## src/rtl/gcd_unit_multi_engine_pkg.sv

```systemverilog
// Shared types and helpers for the multi-engine GCD unit: engine state encoding,
// pointer sizing and a request-pack helper usable by RTL and bench alike.
package gcd_unit_multi_engine_pkg;

  typedef enum logic [1:0] {
    ENG_IDLE = 2'd0,
    ENG_CALC = 2'd1,
    ENG_DONE = 2'd2
  } eng_state_e;

  // Widest operand the pack helper handles; callers pass their real width.
  localparam int unsigned GCD_MAX_WIDTH = 64;

  typedef logic [GCD_MAX_WIDTH-1:0]   gcd_word_t;
  typedef logic [2*GCD_MAX_WIDTH-1:0] gcd_imsg_t;

  // Packs {a,b} for an operand width of 'width'; slice the low 2*width bits.
  function automatic gcd_imsg_t mk_imsg(input int unsigned width,
                                        input gcd_word_t   a,
                                        input gcd_word_t   b);
    gcd_imsg_t mask;
    gcd_imsg_t hi;
    mask = (gcd_imsg_t'(1) << width) - gcd_imsg_t'(1);
    hi   = (gcd_imsg_t'(a) & mask) << width;
    return hi | (gcd_imsg_t'(b) & mask);
  endfunction

  // A single engine still needs a 1-bit pointer.
  function automatic int unsigned ptr_width(input int unsigned n);
    return (n > 1) ? $clog2(n) : 1;
  endfunction

endpackage

```

## src/rtl/gcd_unit_multi_engine_engine.sv

```systemverilog
// One subtractive-Euclid engine: IDLE -> CALC (one swap/subtract per cycle) -> DONE,
// holding its result until the collector unloads it.
module gcd_unit_multi_engine_engine
  import gcd_unit_multi_engine_pkg::*;
#(
  parameter int p_width = 16
) (
  input  logic               clk,
  input  logic               rst,
  input  logic               load_i,
  input  logic [p_width-1:0] a_i,
  input  logic [p_width-1:0] b_i,
  input  logic               unload_i,
  output logic               busy_o,
  output logic               done_o,
  output logic [p_width-1:0] result_o,
  output eng_state_e         state_o
);

  eng_state_e         state_q, state_d;
  logic [p_width-1:0] a_q, a_d;
  logic [p_width-1:0] b_q, b_d;
  logic               a_lt_b;
  logic               b_zero;

  assign a_lt_b = (a_q < b_q);
  assign b_zero = (b_q == '0);

  always_ff @(posedge clk or negedge rst) begin
    if (!rst) begin
      state_q <= ENG_IDLE;
      a_q     <= '0;
      b_q     <= '0;
    end else begin
      state_q <= state_d;
      a_q     <= a_d;
      b_q     <= b_d;
    end
  end

  // Swap is tested before subtract, so a-b never underflows.
  always_comb begin
    state_d = state_q;
    a_d     = a_q;
    b_d     = b_q;
    case (state_q)
      ENG_IDLE: begin
        if (load_i) begin
          state_d = ENG_CALC;
          a_d     = a_i;
          b_d     = b_i;
        end
      end
      ENG_CALC: begin
        if (a_lt_b) begin
          a_d = b_q;
          b_d = a_q;
        end else if (!b_zero) begin
          a_d = a_q - b_q;
        end else begin
          state_d = ENG_DONE;
        end
      end
      ENG_DONE: begin
        if (unload_i) state_d = ENG_IDLE;
      end
      default: state_d = ENG_IDLE;
    endcase
  end

  always_comb begin
    busy_o   = (state_q != ENG_IDLE);
    done_o   = (state_q == ENG_DONE);
    result_o = (state_q == ENG_DONE) ? a_q : '0;
    state_o  = state_q;
  end

endmodule

```

## src/rtl/gcd_unit_multi_engine.sv

```systemverilog
// Multi-engine GCD unit: requests go round-robin to engines via dptr, responses are
// collected round-robin via cptr, so results leave in request order with no reorder buffer.
module gcd_unit_multi_engine
  import gcd_unit_multi_engine_pkg::*;
#(
  parameter int p_width       = 16,
  parameter int p_num_engines = 4
) (
  input  logic                                  clk,
  input  logic                                  rst,
  // Streams: a beat transfers on a posedge where val && rdy; a producer holding val
  // keeps msg stable until it transfers, and rdy never depends on val.
  input  logic                                  istream_val_i,
  output logic                                  istream_rdy_o,
  input  logic [2*p_width-1:0]                  istream_msg_i,
  output logic                                  ostream_val_o,
  input  logic                                  ostream_rdy_i,
  output logic [p_width-1:0]                    ostream_msg_o,
  output logic [2*p_num_engines-1:0]            dbg_eng_state_o,
  output logic [ptr_width(p_num_engines)-1:0]   dbg_dptr_o,
  output logic [ptr_width(p_num_engines)-1:0]   dbg_cptr_o
);

  localparam int unsigned     PTR_W = ptr_width(p_num_engines);
  localparam logic [PTR_W-1:0] LAST = PTR_W'(p_num_engines - 1);

  logic [PTR_W-1:0]         dptr_q, dptr_d;
  logic [PTR_W-1:0]         cptr_q, cptr_d;
  logic [p_num_engines-1:0] load;
  logic [p_num_engines-1:0] unload;
  logic [p_num_engines-1:0] busy;
  logic [p_num_engines-1:0] done;
  logic [p_width-1:0]       result    [p_num_engines];
  eng_state_e               eng_state [p_num_engines];
  logic                     head_idle;
  logic                     head_done;
  logic [p_width-1:0]       head_result;
  logic                     accept;
  logic                     deliver;

  for (genvar i = 0; i < p_num_engines; i++) begin : g_eng
    gcd_unit_multi_engine_engine #(
      .p_width(p_width)
    ) u_engine (
      .clk     (clk),
      .rst     (rst),
      .load_i  (load[i]),
      .a_i     (istream_msg_i[2*p_width-1:p_width]),
      .b_i     (istream_msg_i[p_width-1:0]),
      .unload_i(unload[i]),
      .busy_o  (busy[i]),
      .done_o  (done[i]),
      .result_o(result[i]),
      .state_o (eng_state[i])
    );
    assign dbg_eng_state_o[2*i +: 2] = eng_state[i];
  end

  function automatic logic [PTR_W-1:0] next_ptr(input logic [PTR_W-1:0] p);
    return (p == LAST) ? '0 : p + PTR_W'(1);
  endfunction

  // Compare-based selection keeps non-power-of-two engine counts in range.
  always_comb begin
    head_idle   = 1'b0;
    head_done   = 1'b0;
    head_result = '0;
    for (int i = 0; i < p_num_engines; i++) begin
      if (dptr_q == PTR_W'(i)) head_idle = !busy[i];
      if (cptr_q == PTR_W'(i)) begin
        head_done   = done[i];
        head_result = result[i];
      end
    end
  end

  assign istream_rdy_o = rst & head_idle;
  assign accept        = istream_val_i & istream_rdy_o;
  assign ostream_val_o = head_done;
  assign ostream_msg_o = head_done ? head_result : '0;
  assign deliver       = head_done & ostream_rdy_i;

  always_comb begin
    load   = '0;
    unload = '0;
    for (int i = 0; i < p_num_engines; i++) begin
      load[i]   = accept  && (dptr_q == PTR_W'(i));
      unload[i] = deliver && (cptr_q == PTR_W'(i));
    end
  end

  always_comb begin
    dptr_d = accept  ? next_ptr(dptr_q) : dptr_q;
    cptr_d = deliver ? next_ptr(cptr_q) : cptr_q;
  end

  always_ff @(posedge clk or negedge rst) begin
    if (!rst) begin
      dptr_q <= '0;
      cptr_q <= '0;
    end else begin
      dptr_q <= dptr_d;
      cptr_q <= cptr_d;
    end
  end

  assign dbg_dptr_o = dptr_q;
  assign dbg_cptr_o = cptr_q;

endmodule

```

## config.mk

```make
export PLATFORM = sky130hd
export DESIGN_NAME = gcd_unit_multi_engine
export DESIGN_NICKNAME = d
export VERILOG_FILES = /design/src/rtl/gcd_unit_multi_engine_pkg.sv /design/src/rtl/gcd_unit_multi_engine_engine.sv /design/src/rtl/gcd_unit_multi_engine.sv
export SDC_FILE = /design/constraint.sdc
export NUM_CORES = 1
export LEC_CHECK = 0
export CAP_MARGIN = 10
export CELL_PAD_IN_SITES_DETAIL_PLACEMENT = 1
export CELL_PAD_IN_SITES_GLOBAL_PLACEMENT = 1
export CORE_UTILIZATION = 42
export DETAILED_ROUTE_END_ITERATION = 8
export PLACE_DENSITY_LB_ADDON = 0.12
export SLEW_MARGIN = 10
export SYNTH_ARGS = -nofsm -noshare
export SYNTH_HDL_FRONTEND = slang
export SYNTH_SLANG_ARGS = --single-unit
```

## constraint.sdc

```tcl
create_clock -name clk -period 2.9 [get_ports clk]
set_clock_uncertainty 0.05 [all_clocks]
set_input_delay 0.58 -clock clk [delete_from_list [all_inputs] [get_ports clk]]
set_output_delay 0.58 -clock clk [all_outputs]
set_load 0.005 [all_outputs]
```

==> results of run 1 <==
==> timing repair <==
| item | 4_1_cts | 5_1_grt |
|---|---|---|
| gates cloned | 4 | 6 |
| pin swaps | 87 | 105 |
| resized for setup | 254 | 235 |
| endpoints found under the setup margin | 149 | 146 |
| setup buffers | 52 | 41 |
==> logic make-up after synthesis <==
group | after synthesis
flops | 140
buf+inv | 159
xor+xnor | 35
mux | 125
compound gates | 371
fa+ha+maj | 76
simple gates | 410
==> power by group <==
| group | internal (W) | switching (W) | leakage, nW | total, W |
|---|---|---|---|---|
| clock | 0.00150 | 0.00104 | 0.312 | 0.00255 |
| sequential | 0.00197 | 0.0000212 | 1.74 | 0.00199 |
| combinational | 0.000148 | 0.000296 | 5.46 | 0.000444 |
==> cell type report <==
type | instances | area (um^2) | area share (%)
inverters | 93 | 367 | 2.17
well taps | 335 | 419 | 2.48
repair buffers | 362 | 3390 | 20.0
clock buffers | 20 | 467 | 2.76
multi-input cells | 1017 | 8590 | 50.7
repair inverters | 1 | 16.3 | 0.0961
clock inverters | 11 | 165 | 0.976
diodes | 1 | 2.50 | 0.0148
flip-flops and latches | 140 | 3510 | 20.7
==> cells in the mapped netlist, types with 13 or more instances <==
library cell / n / area [um^2]
a211oi_1: 43 / 323
a21o_1: 25 / 188
a21oi_1: 64 / 320
a22oi_1: 16 / 120
a31oi_1: 38 / 238
clkbuf_1: 54 / 203
dfrtp_1: 140 / 3500
ha_1: 72 / 901
inv_1: 92 / 345
mux2_2: 20 / 225
mux2i_1: 104 / 1040
nand2_1: 113 / 424
nand2b_1: 13 / 81.3
nand3_1: 17 / 85.1
nor2_1: 185 / 694
nor4_1: 17 / 106
o21a_1: 20 / 150
o21ai_0: 52 / 260
o31ai_1: 26 / 195
xnor2_1: 23 / 201
==> worst max-delay path, cell delays in order (launching register included) <==
cell	delay [ns]
dfrtp_1	0.40
inv_2	0.13
ha_4	0.24
o211ai_1	0.29
a21oi_4	0.10
o41ai_4	0.48
o21ai_2	0.16
o41ai_4	0.48
clkbuf_16	0.25
buf_6	0.11
a22o_4	0.19
clkbuf_16	0.21
nor2_2	0.04
a31oi_1	0.24
==> worst paths after layout <==
kind	slack (ns)	to	depth (start not counted)	from
setup / recovery	-0.57	g_eng[3].u_engine.b_q[1]	13	g_eng[3].u_engine.b_q[3]
hold / removal	0.09	dbg_dptr_o[0]	2	rst
setup reg to reg	-0.57	g_eng[3].u_engine.b_q[1]	13	g_eng[3].u_engine.b_q[3]
hold reg to reg	0.53	g_eng[2].u_engine.a_q[11]	2	g_eng[2].u_engine.a_q[11]
max in group asynchronous	1.08	dbg_cptr_o[0]	3	rst
min in group clk	0.53	g_eng[2].u_engine.a_q[11]	2	g_eng[2].u_engine.a_q[11]
==> sequential cells by signal, indices dropped and copies added, names as in the netlist <==
signal	cells
dbg_cptr_o	2
dbg_dptr_o	2
g_eng.u_engine.a_q	64
g_eng.u_engine.b_q	64
g_eng.u_engine.state_o	8
==> metal layers <==
layer	up-vias	track usage (%)
li1	5383	-
met3	293	5.12
met2	792	59.7
met4	4	21.8
met5	-	0
met1	6630	47.3
==> metrics by stage <==
stage          setup TNS, ns  hold slack [ns]  power, W  worst slack, ns  instances
6_report              -35.65           0.0922   0.00498           -0.574       1980
5_1_grt               -39.43            0.120   0.00503           -0.518       1979
4_1_cts                -6.03            0.117   0.00484           -0.225       1935
3_5_place_dp          -22.24            0.502   0.00240           -0.435       1852
3_3_place_gp          -12.14            0.484   0.00239           -0.384       1852
2_1_floorplan          -1.96            0.234   0.00216           -0.196       1316
==> key figures, run 1 <==
Yosys
  • Simple-Gate Fraction of Synth Area: 16.5%
  • Fraction of registers with async set or reset after synthesis: 100%
  • Compound-Gate Fraction of Synth Area: 23.2%
  • Synth Cell Area: 11100 um^2
  • Post-synth EDFFs: 0
  • Mean area per synthesized cell: 8.44 um^2
  • Post-synthesis xor/xnor area fraction: 2.76%
  • Synth Area in Adders: 8.83%
  • Number of synthesized register bits: 140
  • Post-synthesis mux area share: 11.5%
  • Sequential area share after synthesis: 31.5%
  • Syn Nets: 1428
  • Synth Flop Type: dfrtp_1
  • Synthesis Warnings: 0
  • Cells after Synth: 1316
  • Largest family of logic cells by synthesized area: compound AO/OA/AOI/OAI gates
  • Yosys cell types: 77

Clocking
  • H-tree lvl count: 4
  • CTS tree: built
  • Max Buffers Root-to-Sink: 2
  • Hold buffers post-CTS: 0
  • Worst-path clk slew: 0.08 ns
  • Worst skew pair latency: 0.47 ns
  • Root Driver: clkbuf_16
  • Sink Count: 140
  • CTS Buf Count: 17

Global route
  • Total Routing Usage GR: 37.1%
  • Largest net degree at the start of global routing: 70
  • Number of global-route vias before repair: 12400
  • Antenna violations before repair: 3
  • First-pass GRT wire length: 74200 um
  • Gr ovfl total: 0

Finish
  • Design Area, Final: 16900 um^2
  • Most frequent cells in the layout: buf_4, nor2_1, dfrtp_1
  • Filler Cells Inserted: 2829
  • Layout Nets: 1744
  • Layout cells sized above 1: 38.2%
  • Area Growth Syn to Fin: 52.3%
  • Commonest non-fill, non-tap cell in the layout: buf_4
  • Final core occ: 65.1%

Critical path
  • Crit Path Class: flop to flop
  • Worst setup EP type: flop
  • Worst EP arrival: 3.78 ns
  • Critical Path RT: 3.21 ns
  • Max Fanout on Critical Path: 7
  • Critical Path Start Type: flop

STA
  • F_max: 0.288 GHz
  • RSZ-0062 raised after global routing: true
  • Final period util: 120%
  • Final setup margin: -0.574 ns
  • Slew Viols, Final: 0
  • Actual slew at the worst max-slew pin: 1.04 ns
  • Normalized max-slew margin: 30.6%
  • Post-route minimum period: 3.47 ns
  • Final setup viols: 149
  • Fin. Hold Viols: 0

Place
  • Post-placement cell area: 13700 um^2
  • Detail Placement HPWL: 34200 um
  • Port-buffer cells: 65
  • Gpl congestion: 0.976

Status
  • Outcome: complete, but fails checks
  • Failing checks: negative setup slack

Power and ir drop
  • Power per cell area: 294 nW/um^2
  • Worst VDD drop: 320 uV
  • Leak: 7.51 nW

Route
  • M1 WL: 22800 um
  • Avg WL per Cell: 30.5 um
  • Met3 wire length: 4830 um
  • Vias per inst: 6.62
  • DR pass1 iterations: 5
  • Number of DRC markers in iteration 0: 1334
  • Overall routed net length: 60500 um
  • Routed wl met2: 28200 um
  • DRC: 0
  • Final ANT Viol Nets: 0
  • Max layer used: met5
  • Total number of vias: 13100

Flow run
  • # Max-Cap Violations: 0

Floorplan
  • Full die area: 27100 um^2
  • Top Ports: 66
  • Die width: 165 um
  • Initial core utilization: 42.8%
  • Row cnt: 59
  • Core Region: 26000 um^2
  • Die height: 165 um

Worst hold path
  • Hold Crit Class: primary input to asynchronous set/reset pin
Note: power is estimated with default switching activity, not from simulation.
==> inputs of run 2 (changes only) <==
- CTS_CLUSTER_SIZE: default -> 8
==> results of run 2 <==
No change in the layout: final DEF, timing and power equal those of run 1.
